## src/rtl/npu_result_writer_pkg.sv

```systemverilog
// Shared types and field positions for the NPU result writer: FSM states,
// host command word layout and status word layout.
package npu_result_pkg;

  typedef enum logic [1:0] {
    IDLE    = 2'd0,
    CAPTURE = 2'd1,
    DONE    = 2'd2
  } state_e;

  // control_reg layout
  localparam int START_BIT = 31;
  localparam int MODE_BIT  = 30;
  localparam int BASE_LSB  = 15;
  localparam int CNT_LSB   = 0;

  // ready layout
  localparam int DONE_BIT  = 0;
  localparam int BUSY_BIT  = 1;
  localparam int DROP_LSB  = 16;
  localparam int DROP_W    = 16;

endpackage

```

## src/rtl/npu_result_writer_if.sv

```systemverilog
// Host command, NPU result stream and RAM write port of the result writer.
// The writer connects through the slave modport; its environment uses master.
interface npu_result_writer_if #(
  parameter int ADDR_W = 15,
  parameter int DATA_W = 8
);
  logic [31:0]       control_reg;
  logic [DATA_W-1:0] d_in;
  logic              d_valid;
  logic [ADDR_W-1:0] ram_addr;
  logic [DATA_W-1:0] ram_data;
  logic              ram_we;
  logic              busy;
  logic [31:0]       ready;
  logic [31:0]       answer;

  modport master (
    output control_reg, d_in, d_valid,
    input  ram_addr, ram_data, ram_we, busy, ready, answer
  );

  modport slave (
    input  control_reg, d_in, d_valid,
    output ram_addr, ram_data, ram_we, busy, ready, answer
  );
endinterface

```

## src/rtl/npu_result_writer_argmax_tracker.sv

```systemverilog
// Running unsigned maximum and its index; strict-greater update so ties keep
// the earliest index.
module npu_argmax_tracker #(
  parameter int DATA_W = 8,
  parameter int CNT_W  = 15
) (
  input  logic              clk,
  input  logic              rst_n,
  input  logic              clr,
  input  logic              en,
  input  logic [DATA_W-1:0] value,
  input  logic [CNT_W-1:0]  index,
  output logic [DATA_W-1:0] max_val,
  output logic [CNT_W-1:0]  max_idx
);

  logic [DATA_W-1:0] max_val_q;
  logic [CNT_W-1:0]  max_idx_q;

  always_ff @(posedge clk or negedge rst_n) begin
    if (!rst_n) begin
      max_val_q <= '0;
      max_idx_q <= '0;
    end else if (clr) begin
      max_val_q <= '0;
      max_idx_q <= '0;
    end else if (en && (value > max_val_q)) begin
      max_val_q <= value;
      max_idx_q <= index;
    end
  end

  assign max_val = max_val_q;
  assign max_idx = max_idx_q;

endmodule

```

## src/rtl/npu_result_writer.sv

```systemverilog
// Drains the NPU result byte stream into a RAM write port, tracking argmax in
// dense mode. Define NPU_RESULT_DROP_CNT_EN to count strobes seen outside capture.
module npu_result_writer
  import npu_result_pkg::*;
#(
  parameter int ADDR_W = 15,
  parameter int DATA_W = 8,
  parameter int CNT_W  = 15
) (
  input  logic                 clk,
  input  logic                 reset,
  npu_result_writer_if.slave   bus
);

  state_e            state_q, state_d;
  logic              start_prev_q;
  logic              mode_q;
  logic [ADDR_W-1:0] base_q;
  logic [CNT_W-1:0]  count_q;
  logic [CNT_W-1:0]  wr_cnt_q;
  logic              ram_we_q;
  logic [ADDR_W-1:0] ram_addr_q;
  logic [DATA_W-1:0] ram_data_q;

  logic              start_req;
  logic              start_acc;
  logic              capture_en;
  logic              last_byte;
  logic [CNT_W-1:0]  cmd_count;
  logic [DATA_W-1:0] max_val;
  logic [CNT_W-1:0]  max_idx;
  logic [31:0]       answer_w;
  logic [DROP_W-1:0] drop_cnt;

  assign cmd_count  = bus.control_reg[CNT_LSB +: CNT_W];
  assign start_req  = bus.control_reg[START_BIT] & ~start_prev_q;
  // A rising start during an active capture is deliberately dropped.
  assign start_acc  = start_req && (state_q != CAPTURE);
  assign capture_en = (state_q == CAPTURE) && bus.d_valid;
  assign last_byte  = capture_en && (wr_cnt_q == (count_q - CNT_W'(1)));

  always_ff @(posedge clk or negedge reset) begin
    if (!reset) begin
      state_q <= IDLE;
    end else begin
      state_q <= state_d;
    end
  end

  always_comb begin
    state_d = state_q;
    unique case (state_q)
      IDLE, DONE: begin
        if (start_acc) begin
          state_d = (cmd_count == '0) ? DONE : CAPTURE;
        end
      end
      CAPTURE: begin
        if (last_byte) begin
          state_d = DONE;
        end
      end
      default: state_d = IDLE;
    endcase
  end

  always_ff @(posedge clk or negedge reset) begin
    if (!reset) begin
      start_prev_q <= 1'b0;
      mode_q       <= 1'b0;
      base_q       <= '0;
      count_q      <= '0;
      wr_cnt_q     <= '0;
      ram_we_q     <= 1'b0;
      ram_addr_q   <= '0;
      ram_data_q   <= '0;
    end else begin
      start_prev_q <= bus.control_reg[START_BIT];
      ram_we_q     <= capture_en;
      if (start_acc) begin
        mode_q   <= bus.control_reg[MODE_BIT];
        base_q   <= bus.control_reg[BASE_LSB +: ADDR_W];
        count_q  <= cmd_count;
        wr_cnt_q <= '0;
      end else if (capture_en) begin
        // Address wraps silently modulo 2^ADDR_W.
        ram_addr_q <= base_q + ADDR_W'(wr_cnt_q);
        ram_data_q <= bus.d_in;
        wr_cnt_q   <= wr_cnt_q + CNT_W'(1);
      end
    end
  end

  npu_argmax_tracker #(
    .DATA_W (DATA_W),
    .CNT_W  (CNT_W)
  ) u_argmax (
    .clk     (clk),
    .rst_n   (reset),
    .clr     (start_acc),
    .en      (capture_en && mode_q),
    .value   (bus.d_in),
    .index   (wr_cnt_q),
    .max_val (max_val),
    .max_idx (max_idx)
  );

  always_comb begin
    answer_w = '0;
    if ((state_q == DONE) && mode_q) begin
      answer_w[16 +: DATA_W] = max_val;
      answer_w[0 +: CNT_W]   = max_idx;
    end
  end

`ifdef NPU_RESULT_DROP_CNT_EN
  logic [DROP_W-1:0] drop_q;

  always_ff @(posedge clk or negedge reset) begin
    if (!reset) begin
      drop_q <= '0;
    end else if (start_acc) begin
      drop_q <= '0;
    end else if (bus.d_valid && (state_q != CAPTURE) && (drop_q != {DROP_W{1'b1}})) begin
      drop_q <= drop_q + DROP_W'(1);
    end
  end

  assign drop_cnt = drop_q;
`else
  assign drop_cnt = '0;
`endif

  assign bus.ram_we   = ram_we_q;
  assign bus.ram_addr = ram_addr_q;
  assign bus.ram_data = ram_data_q;
  assign bus.busy     = (state_q == CAPTURE);
  assign bus.answer   = answer_w;
  assign bus.ready    = {drop_cnt, 14'b0, (state_q == CAPTURE), (state_q == DONE)};

endmodule

```

## src/flat_wrapper.sv

```systemverilog
// flat-port wrapper written by rule: the top's interface ports become plain ports
module npu_result_writer_flat import npu_result_pkg::*;
#(
  parameter int ADDR_W = 15,
  parameter int DATA_W = 8,
  parameter int CNT_W  = 15
)
  (clk, reset, bus_control_reg, bus_d_in, bus_d_valid, bus_ram_addr, bus_ram_data, bus_ram_we, bus_busy, bus_ready, bus_answer);
  npu_result_writer_if #(.ADDR_W(ADDR_W), .DATA_W(DATA_W)) bus_i ();
  input  logic clk;
  input  logic reset;
  input wire logic [$bits(bus_i.control_reg)-1:0] bus_control_reg;
  input wire logic [$bits(bus_i.d_in)-1:0] bus_d_in;
  input wire logic [$bits(bus_i.d_valid)-1:0] bus_d_valid;
  output wire logic [$bits(bus_i.ram_addr)-1:0] bus_ram_addr;
  output wire logic [$bits(bus_i.ram_data)-1:0] bus_ram_data;
  output wire logic [$bits(bus_i.ram_we)-1:0] bus_ram_we;
  output wire logic [$bits(bus_i.busy)-1:0] bus_busy;
  output wire logic [$bits(bus_i.ready)-1:0] bus_ready;
  output wire logic [$bits(bus_i.answer)-1:0] bus_answer;
  assign bus_i.control_reg = bus_control_reg;
  assign bus_i.d_in = bus_d_in;
  assign bus_i.d_valid = bus_d_valid;
  assign bus_ram_addr = bus_i.ram_addr;
  assign bus_ram_data = bus_i.ram_data;
  assign bus_ram_we = bus_i.ram_we;
  assign bus_busy = bus_i.busy;
  assign bus_ready = bus_i.ready;
  assign bus_answer = bus_i.answer;
  npu_result_writer #(.ADDR_W(ADDR_W), .DATA_W(DATA_W), .CNT_W(CNT_W)) u_core (.clk(clk), .reset(reset), .bus(bus_i));
endmodule
```

## config.mk

```make
export PLATFORM = sky130hd
export DESIGN_NAME = npu_result_writer_flat
export DESIGN_NICKNAME = d
export VERILOG_FILES = /design/src/rtl/npu_result_writer_pkg.sv /design/src/rtl/npu_result_writer_if.sv /design/src/rtl/npu_result_writer_argmax_tracker.sv /design/src/rtl/npu_result_writer.sv /design/src/flat_wrapper.sv
export SDC_FILE = /design/constraint.sdc
export NUM_CORES = 1
export LEC_CHECK = 0
export ABC_AREA = 1
export BUFFER_PORTS_ARGS = -buffer_cell sky130_fd_sc_hd__buf_2
export CORE_UTILIZATION = 40
export DETAILED_ROUTE_END_ITERATION = 7
export GPL_TIMING_DRIVEN = 1
export PLACE_DENSITY = 0.69
export SYNTH_ARGS = -nofsm -noshare
export SYNTH_HDL_FRONTEND = slang
export SYNTH_SLANG_ARGS = --single-unit
```

## constraint.sdc

```tcl
create_clock -name clk -period 1.7 [get_ports clk]
set_input_delay 0.255 -clock clk [delete_from_list [all_inputs] [get_ports clk]]
set_output_delay 0.255 -clock clk [all_outputs]
set_load 0.005 [all_outputs]
```

# ---- Yosys cells after proc, flatten, opt, wreduce, memory -nomap -nowiden
# Index checks and enable logic that the tools add are counted.
dict set report totals {
  input_bits 43
  output_inout_bits 89
  word_cells 49
  regBits 96
}
dict set report classes {
  addsub 3
  eq_ne 6
  reduce_logical 13
  order_cmp 1
  n_mux 12
  bitwise_logic 3
}
# operator count
set ops {}
lappend ops {{15-bit 2-to-1 mux} 5}
lappend ops {{8-bit 2-to-1 mux} 3}
lappend ops {{15-bit by 1-bit adder with 15-bit output (second input constant)} 1}
lappend ops {{15-bit adder} 1}
lappend ops {{15-bit equality test} 1}
lappend ops {{15-bit zero test} 1}
lappend ops {{15-bit by 1-bit subtractor with 15-bit output (second input constant)} 1}
lappend ops {{8-bit greater-than comparator} 1}
lappend ops {{1-bit logical AND} 6}
lappend ops {{2-bit 2-to-1 mux} 3}
lappend ops {{2-bit by 1-bit inequality test with 1-bit output (second input constant)} 3}
lappend ops {{2-bit one-hot mux with 2 select lines} 1}
lappend ops {{2-bit AND reduction} 2}
lappend ops {{2-bit nonzero test} 2}
lappend ops {{2-bit by 1-bit equality test with 1-bit output (second input constant)} 1}
lappend ops {{2-bit equality test (second input constant)} 1}
lappend ops {{2-bit zero test} 1}
lappend ops {{1-bit NOT} 2}
lappend ops {{2-bit OR reduction} 1}
lappend ops {{1-bit bitwise AND} 1}

# ---- Logic depth before layout (Yosys ltp)
dict set report depth {
  ltp_word 6
  depth_mapped 14
}

# ---- Cells and area by module
# A second synthesis with hierarchy kept.
dict set report unflattened {
  hier_cells 806
  area_unflattened_um2 6200.9
}
# module cells_per_inst n_inst area_per_inst_um2
set modules_own_cells {}
lappend modules_own_cells {npu_result_writer 664 1 4782.1}
lappend modules_own_cells {npu_argmax_tracker 142 1 1418.9}

# ---- Least setup slack after synthesis
# Ideal clock, no wire load.
dict set report synth_path {
  kind {register -> register}
  startpoint {reg u_core.u_argmax.max_val_q[7] (netlist: u_core.u_argmax.max_val[7])}
  endpoint {reg u_core.u_argmax.max_idx_q[7] (netlist: u_core.u_argmax.max_idx[7])}
  synth_period_minus_slack_ns 1.798
  setup_time_ns 0.076
  stages_incl_launch_ff 11
  t_required_ns 1.624
  arrival_ns 1.722
  slack_ns -0.098
  path_cell_list {dfrtp_1 inv_1 ha_1 nand4_1 o311a_1 buf_4 nand2_2 buf_6 buf_6 nand3_2 o21ai_1}
}
dict set report synth_between {
  elab_chain_cells 3
}
# item line
set synth_rtl {}
lappend synth_rtl {{start: declaration} npu_result_writer_argmax_tracker.sv:17} ;# logic [DATA_W-1:0] max_val_q;
lappend synth_rtl {{start signal: assignment} npu_result_writer_argmax_tracker.sv:28} ;# max_val_q <= value;
lappend synth_rtl {{8-bit greater-than comparator} npu_result_writer_argmax_tracker.sv:27} ;# end else if (en && (value > max_val_q)) begin
lappend synth_rtl {{1-bit logical AND} npu_result_writer_argmax_tracker.sv:27}
lappend synth_rtl {{2-bit nonzero test (no line)} n/a}
lappend synth_rtl {{end signal: assignment} npu_result_writer_argmax_tracker.sv:29} ;# max_idx_q <= index;
lappend synth_rtl {{end: declaration} npu_result_writer_argmax_tracker.sv:18} ;# logic [CNT_W-1:0] max_idx_q;
# Every way passes these cells.
# A chain may end at the register's enable or synchronous reset.

# ---- Final worst setup path
dict set report layout_path {
  startpoint {reg u_core.u_argmax.max_val_q[6] (netlist: u_core.u_argmax.max_val[6])}
  endpoint {reg u_core.u_argmax.max_idx_q[5] (netlist: u_core.u_argmax.max_idx[5])}
}
# Same word-level chain as after synthesis.

==> summary.txt <==
Combinational family with the most area after synthesis: simple AND/OR/NAND/NOR gates
Mean post-synth cell area: 7.68 um^2
Ys flop type: dfrtp_1
Gr ovfl total: 0
Post-synthesis compound-gate area fraction: 9.08%
Synth area leader: dfrtp_1
Final WL: 16400 um
Synthesized area: 5860 um^2
Num CTS Buffers: 9
Vias in the first global route: 4921
Largest net degree at the start of global routing: 43
Die W: 123 um
Hold Vio Cnt, Final: 0
Global-route wire length before repair: 23900 um
Register area share after synthesis: 41.0%
YS warnings: 0
Peak supply drop: 0.796 mV
Initial Util: 41.6%
Final critical-path share of the clock period: 104%
Dpl cells: 1092
Fmax: 0.566 GHz
Setup TNS: -996 ps
Fillers: 1232
Setup-failing EPs final: 36
Post-Syn Instances: 763
Slew Limit Fails: 0
Layout Nets: 1017
Fin cells: 1134
CP Max Fanout: 8
Root Driver: clkbuf_16
Vias: 5559
TritonCTS clock tree: done
Min cycle time layout: 1770 ps
Top-area cell type share of the netlist area: 41.0%
Routed WL per cell: 14.5 um
Final Wtd Congestion: 0.894
Leakage: 0.00412 uW
DRC Markers: 0
Initial antenna violation count: 0
Worst skew pair latency: 360 ps
Total track usage: 20.7%
Pre-CTS setup slack: -85.0 ps
Synth Area in XOR/XNOR: 2.54%
Clk buf depth: 2
P&R area growth vs syn: 39.3%
Drt first-iter violations: 384
Top cells by area, synth: dfrtp_1 41%, nand2_1 15%, buf_4 5.3%
ANT cells: 0
Hold Crit Class: in2reg
Core Box Area: 14100 um^2
Synthesis-stage register bit count: 96
WP data arrival: 2050 ps
Clock transition at path regs: 70 ps
Worst setup EP type: flip-flop
Data required, critical path: 1980 ps
Power per cell area: 1260 nW/um^2
TritonRoute pass-1 iters: 5
Post-synthesis mux area share: 0%
Max_cap viols: 0
Slack of the critical path: -66.0 ps
Area share of and/or/nand/nor cells after synthesis: 29.9%
CTS H-tree lvls: 3
Die Footprint: 15100 um^2
Synth top cells by count: 232 x nand2_1, 96 x dfrtp_1, 71 x inv_1
Vias per inst: 4.90
Yosys cell types: 41
Row count: 43
Setup Skew: 6.26 ps
EDFF count, synth: 0
Register area: 2400 um^2
RSZ-0062 raised after global routing: true
Post-DRT Antenna Nets: 0
Status: finished, violations left
Die H: 123 um
Synth Area in Adders: 5.47%
Setup Crit Path Kind: reg2reg
Top Ports: 132
Post-DP HPWL: 11200 um
Cell with the most instances after synthesis: nand2_1
Layout cells sized above 1: 37.1%
Clk sink count: 96
Area taken by multi-input logic gates: 3500 um^2
Critical path startpoint category: flip-flop
Synth async-reset ratio: 100%
Buffers on Ports: 92
Failing checks: setup timing
## state kept, by name, summed over array words and instances, names as in the netlist
| name | cells |
|---|---|
| u_core.base_q | 15 |
| u_core.bus.ram_addr | 15 |
| u_core.bus.ram_data | 8 |
| u_core.bus.ram_we | 1 |
| u_core.count_q | 15 |
| u_core.mode_q | 1 |
| u_core.start_prev_q | 1 |
| u_core.state_q | 2 |
| u_core.u_argmax.max_idx | 15 |
| u_core.u_argmax.max_val | 8 |
| u_core.wr_cnt_q | 15 |
## metal layers
layer	global-route usage, %	up-vias	routed length, um
met3	4.38	38	803
li1	-	2752	-
met1	27.8	2591	7390
met2	33.4	178	7770
met5	0	-	0
met4	6.55	0	465
## repair_timing
action,4_1_cts,5_1_grt
pin swaps,10,25
setup buffers,5,16
endpoints found under the setup margin,47,60
cloned,1,3
hold buffers,1,0
endpoints found under the hold margin,25,0
gates resized for setup,41,106
## worst paths after layout
path                                       startpoint                          to  slack, ps  depth (start not counted)
setup / recovery           u_core.u_argmax.max_val[6]  u_core.u_argmax.max_idx[5]        -70                          8
hold / removal                    bus_control_reg[31]         u_core.start_prev_q         30                          1
setup reg to reg           u_core.u_argmax.max_val[6]  u_core.u_argmax.max_idx[5]        -70                          8
hold reg to reg               u_core.bus.ram_addr[13]     u_core.bus.ram_addr[13]        470                          2
max in group asynchronous                       reset          u_core.wr_cnt_q[4]        760                          3
min in group asynchronous                       reset  u_core.u_argmax.max_val[4]        370                          2
## power breakdown
group	total, uW	internal (uW)	switching (uW)
clock network	2100	1190	914
registers	3490	2930	555
logic	4670	2140	2530
total	10300	6250	4000
## critical path, stage by stage, from the launching register on
cell and delay (ps):
dfrtp_1 370, inv_2 70, ha_4 270, nand4_1 130, o311a_1 360, nand2_4 180
buf_12 160, nand3_2 70, o21ai_1 90
## per-stage QoR
step | cell area [um^2] | total power, uW | hold WS [ps] | util [%]
after floorplan | 6070 | 5670 | -40.6 | -
after global routing | 8160 | 11000 | 17.6 | 57.9
after detailed placement | 7000 | 7150 | 216 | 49.7
after CTS | 7550 | 9510 | 17.8 | 53.6
final | 8160 | 10300 | 29.2 | 57.9
after global placement | 7000 | 7100 | 212 | 49.7
## cells in the final DEF, fill, tap and decap left out, types with 14 or more instances in the layout
cell	count
nand2_1	221
dfrtp_1	94
buf_2	91
buf_4	91
inv_1	59
conb_1	39
nand3_1	34
nor2_1	32
o21ai_0	30
nand3_2	26
nor2_4	18
a21oi_1	18
nor2_2	17
inv_2	14
ha_4	14
## cell families (layout without fill, tap and decap cells)
family                     count (synthesis)  after routing
buffers and inverters                    137            290
AOI/OAI and AO/OA                         94             94
xor gates and xnor gates                  17             17
adders and majority gates                 25             25
DFF                                       96             96
other                                      1             39
and+or+nand+nor                          393            393
## layout make-up
class	count	share of cell area [%]
clock buffer	10	2.93
clock inverter	6	0.828
inverter	75	3.54
multi-input combinational	568	42.8
sequential	96	29.5
tap	180	2.76
timing repair buffer	199	17.6
No activity file was read; power rests on OpenSTA's default activity.
